## config.mk

```make
export PLATFORM = sky130hd
export DESIGN_NAME = bit_serializer
export DESIGN_NICKNAME = d
export VERILOG_FILES = /design/src/rtl/bit_serializer_pkg.sv /design/src/rtl/bit_serializer_hold.sv /design/src/rtl/bit_serializer.sv
export SDC_FILE = /design/constraint.sdc
export NUM_CORES = 1
export LEC_CHECK = 0
export ABC_AREA = 1
export BUFFER_PORTS_ARGS = -buffer_cell sky130_fd_sc_hd__clkbuf_2
export CAP_MARGIN = 20
export CELL_PAD_IN_SITES_DETAIL_PLACEMENT = 0
export CELL_PAD_IN_SITES_GLOBAL_PLACEMENT = 2
export CORE_MARGIN = 1.5
export CORE_UTILIZATION = 35
export DETAILED_ROUTE_END_ITERATION = 10
export MAX_ROUTING_LAYER = met4
export PLACE_DENSITY = 0.81
export SLEW_MARGIN = 10
export SYNTH_ARGS = -nofsm -noshare
export SYNTH_HDL_FRONTEND = slang
export SYNTH_SLANG_ARGS = --single-unit
export TNS_END_PERCENT = 50
```

## constraint.sdc

```tcl
create_clock -name clk -period 3.3 [get_ports clk]
set_input_delay 0.165 -clock clk [delete_from_list [all_inputs] [get_ports clk]]
set_output_delay 0.165 -clock clk [all_outputs]
set_load 0.02 [all_outputs]
```

## src/rtl/bit_serializer_pkg.sv

```systemverilog
// Shared definitions for the serial sequence-detector family: FSM state encoding
// and the counter-width rule used by the bit-serial blocks.
package bit_serializer_pkg;

  typedef enum logic {
    ST_IDLE  = 1'b0,
    ST_SHIFT = 1'b1
  } state_e;

  // Bit-position counter width for a WIDTH-bit word (WIDTH >= 2).
  function automatic int cnt_width(input int width);
    return $clog2(width);
  endfunction

endpackage

```

## src/rtl/bit_serializer_hold.sv

```systemverilog
// One-entry holding register in front of the shifter: captures words on the
// valid/ready handshake and hands them to the shifter through load.
module bit_serializer_hold
  import bit_serializer_pkg::*;
#(
  parameter int WIDTH = 8
) (
  input  logic             clk,
  input  logic             rst,
  input  logic [WIDTH-1:0] din,
  input  logic             din_valid,
  output logic             din_ready,
  input  state_e           state,
  input  logic             last_bit,
  output logic [WIDTH-1:0] hold,
  output logic             hold_full,
  output logic             load
);

  logic [WIDTH-1:0] hold_q, hold_d;
  logic             hold_full_q, hold_full_d;
  logic             accept;

  // The shifter can take a word when idle or while its last bit is on the wire,
  // which is what lets consecutive words stream without a gap.
  always_comb begin
    load        = hold_full_q & ((state == ST_IDLE) | ((state == ST_SHIFT) & last_bit));
    din_ready   = ~hold_full_q | load;
    accept      = din_valid & din_ready;
    hold_d      = hold_q;
    hold_full_d = hold_full_q;
    if (accept) begin
      hold_d      = din;
      hold_full_d = 1'b1;
    end else if (load) begin
      hold_full_d = 1'b0;
    end
  end

  always_ff @(posedge clk or posedge rst) begin
    if (rst) begin
      hold_q      <= '0;
      hold_full_q <= 1'b0;
    end else begin
      hold_q      <= hold_d;
      hold_full_q <= hold_full_d;
    end
  end

  assign hold      = hold_q;
  assign hold_full = hold_full_q;

endmodule

```

## src/rtl/bit_serializer.sv

```systemverilog
// Parallel-to-serial feeder for the sequence-detector FSMs: shifts WIDTH-bit words
// out one bit per clock with x_valid/frame_start framing and no gap between words.
module bit_serializer
  import bit_serializer_pkg::*;
#(
  parameter int   WIDTH      = 8,
  parameter int   MSB_FIRST  = 1,
  parameter logic IDLE_LEVEL = 1'b0
) (
  input  logic             clk,
  input  logic             rst,
  input  logic [WIDTH-1:0] din,
  input  logic             din_valid,
  output logic             din_ready,
  output logic             x,
  output logic             x_valid,
  output logic             frame_start,
  output logic             busy
);

  localparam int CNT_W = cnt_width(WIDTH);

  state_e           state_q, state_d;
  logic [CNT_W-1:0] cnt_q, cnt_d;
  logic [WIDTH-1:0] shifter_q, shifter_d;
  logic             x_q, x_d;
  logic             x_valid_q, x_valid_d;
  logic             frame_start_q, frame_start_d;

  logic [WIDTH-1:0] hold;
  logic             hold_full;
  logic             load;
  logic             last_bit;

  assign last_bit = (cnt_q == CNT_W'(WIDTH - 1));

  bit_serializer_hold #(
    .WIDTH(WIDTH)
  ) u_hold (
    .clk      (clk),
    .rst      (rst),
    .din      (din),
    .din_valid(din_valid),
    .din_ready(din_ready),
    .state    (state_q),
    .last_bit (last_bit),
    .hold     (hold),
    .hold_full(hold_full),
    .load     (load)
  );

  // The shifter moves the already-sent bit out, so the next bit always sits
  // one position in from the sending end.
  always_comb begin
    state_d       = state_q;
    cnt_d         = cnt_q;
    shifter_d     = shifter_q;
    x_d           = x_q;
    x_valid_d     = x_valid_q;
    frame_start_d = 1'b0;
    if (load) begin
      state_d       = ST_SHIFT;
      cnt_d         = '0;
      shifter_d     = hold;
      x_d           = (MSB_FIRST != 0) ? hold[WIDTH-1] : hold[0];
      x_valid_d     = 1'b1;
      frame_start_d = 1'b1;
    end else begin
      case (state_q)
        ST_SHIFT: begin
          if (!last_bit) begin
            cnt_d     = cnt_q + 1'b1;
            shifter_d = (MSB_FIRST != 0) ? (shifter_q << 1) : (shifter_q >> 1);
            x_d       = (MSB_FIRST != 0) ? shifter_q[WIDTH-2] : shifter_q[1];
          end else begin
            state_d   = ST_IDLE;
            x_d       = IDLE_LEVEL;
            x_valid_d = 1'b0;
          end
        end
        default: begin
          x_d       = IDLE_LEVEL;
          x_valid_d = 1'b0;
        end
      endcase
    end
  end

  always_ff @(posedge clk or posedge rst) begin
    if (rst) begin
      state_q       <= ST_IDLE;
      cnt_q         <= '0;
      shifter_q     <= '0;
      x_q           <= IDLE_LEVEL;
      x_valid_q     <= 1'b0;
      frame_start_q <= 1'b0;
    end else begin
      state_q       <= state_d;
      cnt_q         <= cnt_d;
      shifter_q     <= shifter_d;
      x_q           <= x_d;
      x_valid_q     <= x_valid_d;
      frame_start_q <= frame_start_d;
    end
  end

  assign x           = x_q;
  assign x_valid     = x_valid_q;
  assign frame_start = frame_start_q;
  assign busy        = (state_q == ST_SHIFT) | hold_full;

endmodule

```

==> reports/metrics.cfg <==
[synth]
synth_cells = 108
synth.distinct_cells = 11
seq_area_frac_synth = 0.5875
synth_area_um2 = 979.7
ys_seq_elements = 23
syn_nets = 121
ys_warn_count = 0
avgSynthCellArea_um2 = 9.071

[placed_design]
place_hpwl_um = 1291
port_buffers = 15
pre_cts_ws_ns = 1.593
place_congestion = 0.7296

[timing]
finalClockSkew_ns = 0.008139
worst_slack_ns = 1.331
relSlewSlack = 0.4253
tightestPinTransition_ns = 0.8612
setup_viol = 0
layout_min_cycle_time_ns = 1.969
hold_viol = 23
max_freq_ghz = 0.5080
slew_violations = 0
rsz0062_at_grt = no
timing.hold.ws_ns = -0.02384
min_period_over_period = 0.5965
tns_ns = 0

[job]
maxCapViolCount = 0

[final_layout]
layout_common_cells = 36 x nand2_1, 31 x nand3_1, 23 x dfrtp_1
drive_gt1_frac = 0.1736
num_antenna_cells = 0
fin_nets = 135
final_common_cell = nand2_1
area_growth_pct = 9.834
final_util = 0.3970

[setup_path]
cp_cell_sequence = ha_1 > ha_1 > inv_1 > nand3_1 > clkbuf_2
cp_top_family = flip-flops
cp_data_required_time_ns = 3.13
timing.rr.end = u_hold.hold[2]$_DFFE_PP0P_
worstSetupPathType = reg2out
ff2ff_setup_slack_ns = 1.60
cp-end-kind = output pin
crit_buf_inv = 2
critPathLaunchType = flip-flop
reg2regPathDepth = 7
cpMostUsedCell = ha_1
slowest_stage = dfrtp_1
timing.rr.start = cnt_q[0]$_DFFE_PP0P_
arrival_ns = 1.80
critPathMaxFanout = 11
max_stage_delay_ns = 0.42

[routing]
drc = 0
drt_wl_total_um = 1830
firstDrtPassIters = 5
drt_iter0_markers = 24
viasPerCell = 4.921
vias = 748
wl_met2_um = 835
routed.top_layer = met4
postRouteAntennaNets = 0
wl_met1_um = 859
wl_met3_um = 106
wl_per_cell_um = 12.04

[worst_hold_path]
hold_path_class = in2async

[clocking]
clk_pin_slew_ns = 0.13
htree_levels = 1
cts_made_buffers = 3
clock_latency_ns = 0.32
cts_resized = 0
cts_root_buffer = clkbuf_4
clkSinkCount = 23
cts_tree = built
ctsLongestPathBuffers = 2
post_cts_buffers = 0
holdBufCountCts = 0

[floorplan]
top_level_ports = 16
initial_utilization = 0.3615
num_rows = 19
die_x_um = 55.91
core_um2 = 2710
die_h_um = 55.91
dieArea_um2 = 3125

[global_route]
grt_usage = 0.1353
overflow = 0
grt_pass1_vias = 718
grt_pass1_wl_um = 3222
antenna_found_initial = 0
grt_max_degree = 24

[outcome]
violations = hold timing
status = complete, but fails checks

[power]
power_density_nw_per_um2 = 900.8
ir_drop_mv = 0.3576
leakage_uw = 0.0005947

## Yosys cell counts
library cell | n | area share
ha_1 | 2 | 0.026
nand3_1 | 31 | 0.16
dfrtp_1 | 23 | 0.59
clkbuf_1 | 1 | 0.0038
buf_6 | 1 | 0.011
a21oi_1 | 1 | 0.0051
nand2_1 | 36 | 0.14
nand2_2 | 2 | 0.013
inv_1 | 5 | 0.019
nor2_1 | 2 | 0.0077
buf_4 | 4 | 0.031
## power by group
group	total, uW	switching [uW]	leakage (uW)	internal, uW
registers	475	75.3	0.000288	400
clock network	133	87.4	0.0000177	45.4
logic	361	245	0.000289	116
total	969	407	0.000595	562
## per-stage QoR
stage / power, uW / instances / instance area, um2 / hold slack (ns)
CTS: 981.2 / 152 / 1076 / 0.01895
global placement: 842.1 / 148 / 1049 / 0.3663
global route: 1054 / 152 / 1076 / 0.05663
detailed placement: 848.6 / 148 / 1049 / 0.3777
finish: 969.3 / 152 / 1076 / -0.02384
floorplan: 788.8 / 108 / 979.7 / 0.1669
## how the worst max path moves through the flow
| stage | to | cells after the start | slack (ns) | startpoint |
|---|---|---|---|---|
| floorplan | shifter_q[1]$_DFFE_PP0P_ | 7 | 1.98 | cnt_q[0]$_DFFE_PP0P_ |
| global placement | u_hold.hold[5]$_DFFE_PP0P_ | 7 | 1.63 | cnt_q[0]$_DFFE_PP0P_ |
| detailed placement | u_hold.hold[2]$_DFFE_PP0P_ | 7 | 1.59 | cnt_q[0]$_DFFE_PP0P_ |
| CTS | din_ready | 5 | 1.31 | cnt_q[0]$_DFFE_PP0P_ |
| global route | din_ready | 5 | 1.20 | cnt_q[0]$_DFFE_PP0P_ |
| finish | din_ready | 5 | 1.33 | cnt_q[0]$_DFFE_PP0P_ |
## logic make-up after synthesis
group / share of synthesized area
AND/OR/NAND/NOR: 0.3167
flip-flops: 0.5875
buffers and inverters: 0.06513
adder cells (fa/ha/maj): 0.02554
AO/OA/AOI/OAI: 0.005104
## worst register-to-register path: stages, from the launching register on
cell and delay [ns]:
dfrtp_1 0.42, ha_1 0.20, ha_1 0.19, inv_1 0.08
nand3_1 0.31, nand2_2 0.30, nand2_1 0.08, nand2_1 0.06
## sequential cells by signal (all words and copies together), names as in the netlist
signal            cells
cnt_q                 3
frame_start           1
shifter_q             7
state_q               1
u_hold.hold           8
u_hold.hold_full      1
x                     1
x_valid               1
## layout make-up
cell class / count / area (um2)
clock inverter: 1 / 5.005
sequential: 23 / 575.6
multi-input combinational: 74 / 340.3
fill: 299 / 1634
clock buffer: 3 / 22.52
timing repair buffer: 15 / 75.07
inverter: 5 / 18.77
tap: 31 / 38.79
## per-layer routing
metal	vias up	track usage
li1	377	-
met1	345	0.1861
met2	22	0.1973
met3	4	0.02326
met4	0	0.06122
met5	-	-
Power figures use the tool's default switching activity.
